==> src/rtl/riscv_ctrl_pkg.sv <==
// Shared encodings for the multicycle RV32I controller: opcodes, FSM states,
// and the select/function codes the datapath decodes.
package riscv_ctrl_pkg;

    // Major opcodes (instr[6:0]) recognised by the controller
    localparam logic [6:0] OPC_LOAD   = 7'b0000011;
    localparam logic [6:0] OPC_STORE  = 7'b0100011;
    localparam logic [6:0] OPC_R      = 7'b0110011;
    localparam logic [6:0] OPC_I      = 7'b0010011;
    localparam logic [6:0] OPC_BRANCH = 7'b1100011;
    localparam logic [6:0] OPC_JAL    = 7'b1101111;
    localparam logic [6:0] OPC_JALR   = 7'b1100111;
    localparam logic [6:0] OPC_LUI    = 7'b0110111;

    // Branch conditions (funct3 of B-type)
    localparam logic [2:0] F3_BEQ = 3'b000;
    localparam logic [2:0] F3_BNE = 3'b001;
    localparam logic [2:0] F3_BLT = 3'b100;
    localparam logic [2:0] F3_BGE = 3'b101;

    // ALU operation funct3 values
    localparam logic [2:0] F3_ADD = 3'b000;
    localparam logic [2:0] F3_SLT = 3'b010;
    localparam logic [2:0] F3_XOR = 3'b100;
    localparam logic [2:0] F3_OR  = 3'b110;
    localparam logic [2:0] F3_AND = 3'b111;

    // Controller states; encodings 13..15 are unused and recover to FETCH
    typedef enum logic [3:0] {
        S_FETCH    = 4'd0,
        S_DECODE   = 4'd1,
        S_MEMADR   = 4'd2,
        S_MEMREAD  = 4'd3,
        S_MEMWB    = 4'd4,
        S_MEMWRITE = 4'd5,
        S_EXECR    = 4'd6,
        S_EXECI    = 4'd7,
        S_ALUWB    = 4'd8,
        S_BRANCH   = 4'd9,
        S_JALRADR  = 4'd10,
        S_JAL      = 4'd11,
        S_LUI      = 4'd12
    } state_e;

    typedef enum logic [2:0] {
        ALU_ADD = 3'b000,
        ALU_SUB = 3'b001,
        ALU_AND = 3'b010,
        ALU_OR  = 3'b011,
        ALU_SLT = 3'b100,
        ALU_XOR = 3'b101
    } alu_ctrl_e;

    typedef enum logic [2:0] {
        IMM_I = 3'b000,
        IMM_S = 3'b001,
        IMM_B = 3'b010,
        IMM_J = 3'b011,
        IMM_U = 3'b100
    } imm_src_e;

    typedef enum logic [1:0] {
        RES_ALUOUT = 2'd0,
        RES_DATA   = 2'd1,
        RES_ALURES = 2'd2,
        RES_IMM    = 2'd3
    } result_src_e;

    typedef enum logic [1:0] {
        SRCA_PC    = 2'd0,
        SRCA_OLDPC = 2'd1,
        SRCA_A     = 2'd2,
        SRCA_ZERO  = 2'd3
    } src_a_e;

    typedef enum logic [1:0] {
        SRCB_B    = 2'd0,
        SRCB_IMM  = 2'd1,
        SRCB_FOUR = 2'd2,
        SRCB_ZERO = 2'd3
    } src_b_e;

    // Branch decision from the flags of the SUB performed in BRANCH
    function automatic logic branch_taken(input logic [2:0] f3,
                                          input logic       zero,
                                          input logic       neg);
        case (f3)
            F3_BEQ:  return zero;
            F3_BNE:  return ~zero;
            F3_BLT:  return neg;
            F3_BGE:  return ~neg;
            default: return 1'b0;
        endcase
    endfunction

endpackage

==> src/rtl/alu_decoder.sv <==
// Combinational ALU function decode from funct3, funct7[5] and instruction class.
module alu_decoder
    import riscv_ctrl_pkg::*;
(
    input  logic [2:0] f3,
    input  logic       f7_5,
    input  logic       is_rtype,
    output alu_ctrl_e  alu_ctrl
);

    // funct7[5] selects SUB only for register-register ops; addi ignores it
    always_comb begin
        case (f3)
            F3_ADD:  alu_ctrl = (is_rtype && f7_5) ? ALU_SUB : ALU_ADD;
            F3_AND:  alu_ctrl = ALU_AND;
            F3_OR:   alu_ctrl = ALU_OR;
            F3_SLT:  alu_ctrl = ALU_SLT;
            F3_XOR:  alu_ctrl = ALU_XOR;
            default: alu_ctrl = ALU_ADD;
        endcase
    end

endmodule

==> src/rtl/multicycle_controller.sv <==
// Moore controller sequencing the shared-ALU multicycle RV32I datapath.
// One instruction in flight; FETCH -> DECODE -> class-specific states.
module multicycle_controller
    import riscv_ctrl_pkg::*;
(
    input  logic       clk,
    input  logic       rst,
    input  logic [6:0] opc,
    input  logic [2:0] f3,
    input  logic [6:0] f7,
    input  logic       zero,
    input  logic       neg,
    output logic       PCWrite,
    output logic       adrSrc,
    output logic       memWrite,
    output logic       IRWrite,
    output logic       regWrite,
    output logic [1:0] resultSrc,
    output logic [1:0] ALUSrcA,
    output logic [1:0] ALUSrcB,
    output logic [2:0] ALUControl,
    output logic [2:0] immSrc
);

    state_e      state_q, state_d;
    alu_ctrl_e   dec_alu_ctrl;

    logic        pc_write_c, adr_src_c, mem_write_c, ir_write_c, reg_write_c;
    result_src_e result_src_c;
    src_a_e      src_a_c;
    src_b_e      src_b_c;
    alu_ctrl_e   alu_ctrl_c;
    imm_src_e    imm_src_c;

    // Only funct7[5] matters to this ISA subset
    logic f7_unused;
    assign f7_unused = ^{f7[6], f7[4:0]};

    alu_decoder u_alu_decoder (
        .f3       (f3),
        .f7_5     (f7[5]),
        .is_rtype (opc == OPC_R),
        .alu_ctrl (dec_alu_ctrl)
    );

    // State register; reset returns to FETCH immediately
    always_ff @(posedge clk or posedge rst) begin
        // NOTE: sequential state uses non-blocking assignment so every flop
        // samples the pre-edge value of the others.
        if (rst) state_q <= S_FETCH;
        else     state_q <= state_d;
    end

    // Next-state logic; unused encodings and unknown opcodes fall back to FETCH
    always_comb begin
        // NOTE: default assigned first so no path leaves state_d unassigned,
        // which would otherwise infer a latch.
        state_d = S_FETCH;
        case (state_q)
            S_FETCH:    state_d = S_DECODE;
            S_DECODE: begin
                case (opc)
                    OPC_LOAD, OPC_STORE: state_d = S_MEMADR;
                    OPC_R:               state_d = S_EXECR;
                    OPC_I:               state_d = S_EXECI;
                    OPC_BRANCH:          state_d = S_BRANCH;
                    OPC_JAL:             state_d = S_JAL;
                    OPC_JALR:            state_d = S_JALRADR;
                    OPC_LUI:             state_d = S_LUI;
                    default:             state_d = S_FETCH;
                endcase
            end
            S_MEMADR:   state_d = (opc == OPC_STORE) ? S_MEMWRITE : S_MEMREAD;
            S_MEMREAD:  state_d = S_MEMWB;
            S_MEMWB:    state_d = S_FETCH;
            S_MEMWRITE: state_d = S_FETCH;
            S_EXECR:    state_d = S_ALUWB;
            S_EXECI:    state_d = S_ALUWB;
            S_ALUWB:    state_d = S_FETCH;
            S_BRANCH:   state_d = S_FETCH;
            S_JALRADR:  state_d = S_JAL;
            S_JAL:      state_d = S_ALUWB;
            S_LUI:      state_d = S_FETCH;
            default:    state_d = S_FETCH;
        endcase
    end

    // Per-state datapath controls; each state overrides only what it needs
    always_comb begin
        pc_write_c   = 1'b0;
        adr_src_c    = 1'b0;
        mem_write_c  = 1'b0;
        ir_write_c   = 1'b0;
        reg_write_c  = 1'b0;
        result_src_c = RES_ALUOUT;
        src_a_c      = SRCA_PC;
        src_b_c      = SRCB_B;
        alu_ctrl_c   = ALU_ADD;
        imm_src_c    = IMM_I;
        case (state_q)
            S_FETCH: begin
                // PC+4 goes straight from the ALU into PC while IR loads
                ir_write_c   = 1'b1;
                pc_write_c   = 1'b1;
                src_b_c      = SRCB_FOUR;
                result_src_c = RES_ALURES;
            end
            S_DECODE: begin
                // Speculatively compute OldPC+imm as the branch/jal target
                src_a_c   = SRCA_OLDPC;
                src_b_c   = SRCB_IMM;
                imm_src_c = (opc == OPC_JAL) ? IMM_J : IMM_B;
            end
            S_MEMADR: begin
                src_a_c   = SRCA_A;
                src_b_c   = SRCB_IMM;
                imm_src_c = (opc == OPC_STORE) ? IMM_S : IMM_I;
            end
            S_MEMREAD: begin
                adr_src_c = 1'b1;
            end
            S_MEMWB: begin
                result_src_c = RES_DATA;
                reg_write_c  = 1'b1;
            end
            S_MEMWRITE: begin
                adr_src_c   = 1'b1;
                mem_write_c = 1'b1;
            end
            S_EXECR: begin
                src_a_c    = SRCA_A;
                alu_ctrl_c = dec_alu_ctrl;
            end
            S_EXECI: begin
                src_a_c    = SRCA_A;
                src_b_c    = SRCB_IMM;
                alu_ctrl_c = dec_alu_ctrl;
            end
            S_ALUWB: begin
                reg_write_c = 1'b1;
            end
            S_BRANCH: begin
                // Compare A-B; PC loads the target already held in ALUOut
                src_a_c    = SRCA_A;
                alu_ctrl_c = ALU_SUB;
                pc_write_c = branch_taken(f3, zero, neg);
            end
            S_JALRADR: begin
                src_a_c   = SRCA_A;
                src_b_c   = SRCB_IMM;
                imm_src_c = IMM_I;
            end
            S_JAL: begin
                // PC takes the target from ALUOut while the ALU forms OldPC+4
                pc_write_c = 1'b1;
                src_a_c    = SRCA_OLDPC;
                src_b_c    = SRCB_FOUR;
            end
            S_LUI: begin
                imm_src_c    = IMM_U;
                result_src_c = RES_IMM;
                reg_write_c  = 1'b1;
            end
            default: ;
        endcase
    end

    // Strobes are cut combinationally by reset so no partial write can occur
    assign PCWrite    = pc_write_c  & ~rst;
    assign IRWrite    = ir_write_c  & ~rst;
    assign regWrite   = reg_write_c & ~rst;
    assign memWrite   = mem_write_c & ~rst;
    assign adrSrc     = adr_src_c;
    assign resultSrc  = result_src_c;
    assign ALUSrcA    = src_a_c;
    assign ALUSrcB    = src_b_c;
    assign ALUControl = alu_ctrl_c;
    assign immSrc     = imm_src_c;

endmodule

==> config.mk <==
export PLATFORM = sky130hd
export DESIGN_NAME = multicycle_controller
export DESIGN_NICKNAME = d
export VERILOG_FILES = /design/src/rtl/riscv_ctrl_pkg.sv /design/src/rtl/alu_decoder.sv /design/src/rtl/multicycle_controller.sv
export SDC_FILE = /design/constraint.sdc
export NUM_CORES = 1
export LEC_CHECK = 0
export CORE_MARGIN = 4
export CORE_UTILIZATION = 36
export DETAILED_ROUTE_END_ITERATION = 10
export PLACE_DENSITY = 0.78
export SLEW_MARGIN = 0
export SYNTH_ARGS = -nofsm -noshare
export SYNTH_HDL_FRONTEND = slang
export SYNTH_HIERARCHICAL = 1
export SYNTH_SLANG_ARGS = --single-unit
==> constraint.sdc <==
create_clock -name clk -period 2.2 [get_ports clk]
set_clock_uncertainty 0.1 [all_clocks]
set_input_delay 0.44 -clock clk [delete_from_list [all_inputs] [get_ports clk]]
set_output_delay 0.44 -clock clk [all_outputs]
set_load 0.1 [all_outputs]
==> results.cfg <==
[setup_path]
start_kind = primary input
crit_required_ns = 1.66
rr_worst_depth = 6
worstReg2RegStart = state_q[0]$_DFF_PP0_
slowest_stage = or4b_4
reg2reg_slack_ns = 0.51
cp-end-kind = output port
critPathKind = in -> out
slowest_delay_ns = 0.55
cp_max_fo = 2
r2r-end = state_q[2]$_DFF_PP0_
critPathArrivalTime_ns = 1.84
path_cells = buf_6, or4b_4, nor2_4, nand3b_1, a21oi_2, a31o_4, buf_12

[finish]
area_delta_synth_final_pct = 143.1
num_antenna_cells = 0
drive_gt1_share_pct = 63.12
nNetsFinal = 164
largestRegisters = state_q x4
largest_reg_flops = 4
stdcell_count = 157
top_register = state_q

[sta]
slew_viol_final = 0
period_share_pct = 108.1
max_freq_mhz = 420.4
hold_viol = 0
relSlewSlack_pct = 76.50
setup_viol = 3
fin_crit_ns = 2.379
rsz0062_at_grt = yes
whs_ns = 0.2177
setup_ws_ns = -0.1788
tightest_slew_ns = 0.3513

[pwr]
powerDensity_nw_per_um2 = 921.8
vdd_ir_drop_max_mv = 0.9922
p_leak_nw = 0.6955

[synth]
ys_types = 39
synth_edf_count = 0
ys.flop_type = dfrtp_1
postSynthAreaPerCell_um2 = 7.568
syn-cell-area_um2 = 620.6
synth_nets = 103
synth_warnings = 6
synthCells = 82
seq_area_frac_synth_pct = 16.13
postSynth.asyncResetShare_pct = 100.0
ys_ff_latch = 4

[outcome]
outcome = complete, but fails checks
violations = setup timing

[die]
dieWidth_um = 49.52
core_um2 = 1559
initial_core_util_pct = 39.81
rows = 14
pin_count = 38
die_h_um = 49.52
die_area_um2 = 2452

[clock_network]
insertion_delay_ns = 0.26
cts.hold.buffers_added = 0
clock_sinks = 4
cts_made_buffers = 3
cts_tree = built
cts-root-buf = clkbuf_4
clockBufferDepth = 2
htree_levels = 1
clkTransAtPathRegs_ns = 0.06

[detailed_routing]
finalWirelength_um = 3640
ant_nets = 0
drc = 0
vias_per_cell = 6.427
vias = 1009
initialDrtViolationCount = 60
routedWlPerCell_um = 23.18
dr.pass1.iters = 4

[place]
dpl.cell_count = 145
pre_cts_ws_ns = -0.4928
io_buffers = 31
place_congestion = 0.8670
post-dp-hpwl_um = 1818

[grt]
grt_usage_pct = 22.95
grt_pass1_vias = 947
grt_max_degree = 15
grt-ovfl-total = 0
grt_pass1_wl_um = 4291
antenna_found_initial = 0

[hold_path]
hold_path.class = in -> async

[run]
maxCapViolCount = 0
[per-layer routing]
layer | wire length (µm) | track usage, % | vias to the layer above
met3 | 309 | 5.723 | 27
met1 | 1368 | 23.66 | 469
li1 | - | - | 417
met4 | 220 | 17.05 | 0
met5 | 0 | 0 | -
met2 | 1742 | 39.65 | 96
[stage by stage]
step	instance area (µm²)	setup TNS, ns	utilization, %	total power [mW]
finish	1509	-0.2447	96.79	1.391
global route	1509	-0.4123	96.79	1.425
CTS	1405	-0.1699	90.13	1.307
detailed placement	1364	-0.9411	87.48	1.208
global placement	1364	-0.8023	87.48	1.192
floorplan	757.0	-2.076	-	0.8123
[where the power goes]
group          total, mW  leakage (nW)  internal [mW]  switching (mW)
clock network      0.112        0.0138         0.0624          0.0492
registers          0.133        0.0468         0.0869          0.0458
logic               1.15         0.635          0.445           0.702
[final cells by class]
| cell class | instances | area (µm²) |
|---|---|---|
| Inverter | 4 | 15.01 |
| Tap cell | 16 | 20.02 |
| Timing Repair Buffer | 62 | 710.7 |
| Fill cell | 26 | 50.05 |
| Clock buffer | 3 | 22.52 |
| Sequential cell | 4 | 105.1 |
| Multi-Input combinational cell | 68 | 635.6 |
[synthesized netlist by cell type, drive strengths merged, types with 2 or more instances]
| cell | n | share of area [%] |
|---|---|---|
| buf | 6 | 5.6 |
| nor2 | 6 | 3.6 |
| a21oi | 5 | 4.6 |
| nor2b | 5 | 5.0 |
| and2 | 4 | 4.2 |
| dfrtp | 4 | 16 |
| inv | 4 | 2.4 |
| nand3 | 4 | 3.2 |
| o21ai | 4 | 3.2 |
| nand2b | 3 | 3.0 |
| nor3 | 3 | 2.4 |
| xor2 | 3 | 4.2 |
| a2bb2oi | 2 | 3.8 |
| a31oi | 2 | 2.0 |
| and3 | 2 | 2.0 |
| mux2i | 2 | 3.2 |
| nand2 | 2 | 1.2 |
| nand3b | 2 | 2.4 |
| nor3b | 2 | 2.4 |
| nor4b | 2 | 3.8 |
| o31ai | 2 | 2.4 |
| xnor2 | 2 | 2.8 |
[worst max-delay path, delay by kind of cell]
| family | cells | cell delay (ns) |
|---|---|---|
| AO/OA/AOI/OAI | 2 | 0.38 |
| buffers and inverters | 2 | 0.26 |
| AND/OR/NAND/NOR | 3 | 0.76 |
[how the worst max path moves through the flow]
| stage | start | end | slack, ns | cells past startpoint |
|---|---|---|---|---|
| finish | opc[3] | ALUControl[0] | -0.18 | 7 |
| global route | opc[3] | ALUControl[0] | -0.20 | 7 |
| CTS | opc[6] | ALUControl[0] | -0.17 | 7 |
| detailed placement | opc[3] | ALUControl[0] | -0.49 | 7 |
| global placement | opc[3] | ALUControl[0] | -0.42 | 7 |
| floorplan | state_q[2]$_DFF_PP0_ | immSrc[0] | -0.86 | 4 |
[cell families after synthesis]
group           Yosys count  synth area share [%]
simple gates             43                 45.36
xor+xnor                  5                 7.058
compound gates           18                 20.16
flops                     4                 16.13
buf+inv                  10                 8.063
mux                       2                 3.226
[layout by cell type, fill, tap and decap left out, types with 3 or more instances in the layout]
cell type / Yosys / routed
buf_4: 0 / 31
buf_12: 0 / 17
inv_1: 4 / 4
nor2b_2: 0 / 4
dlygate4sd2_1: 0 / 4
dlymetal6s2s_1: 0 / 4
dfrtp_2: 0 / 4
nand3_1: 4 / 3
a21oi_1: 4 / 3
nor2_1: 6 / 3
clkbuf_4: 0 / 3
[what timing repair did]
item	4_1_cts	5_1_grt
gates resized for setup	28	13
buffers inserted	2	7
pin swaps	7	9
endpoints found under the setup margin	6	8
Power figures use the tool's default switching activity.
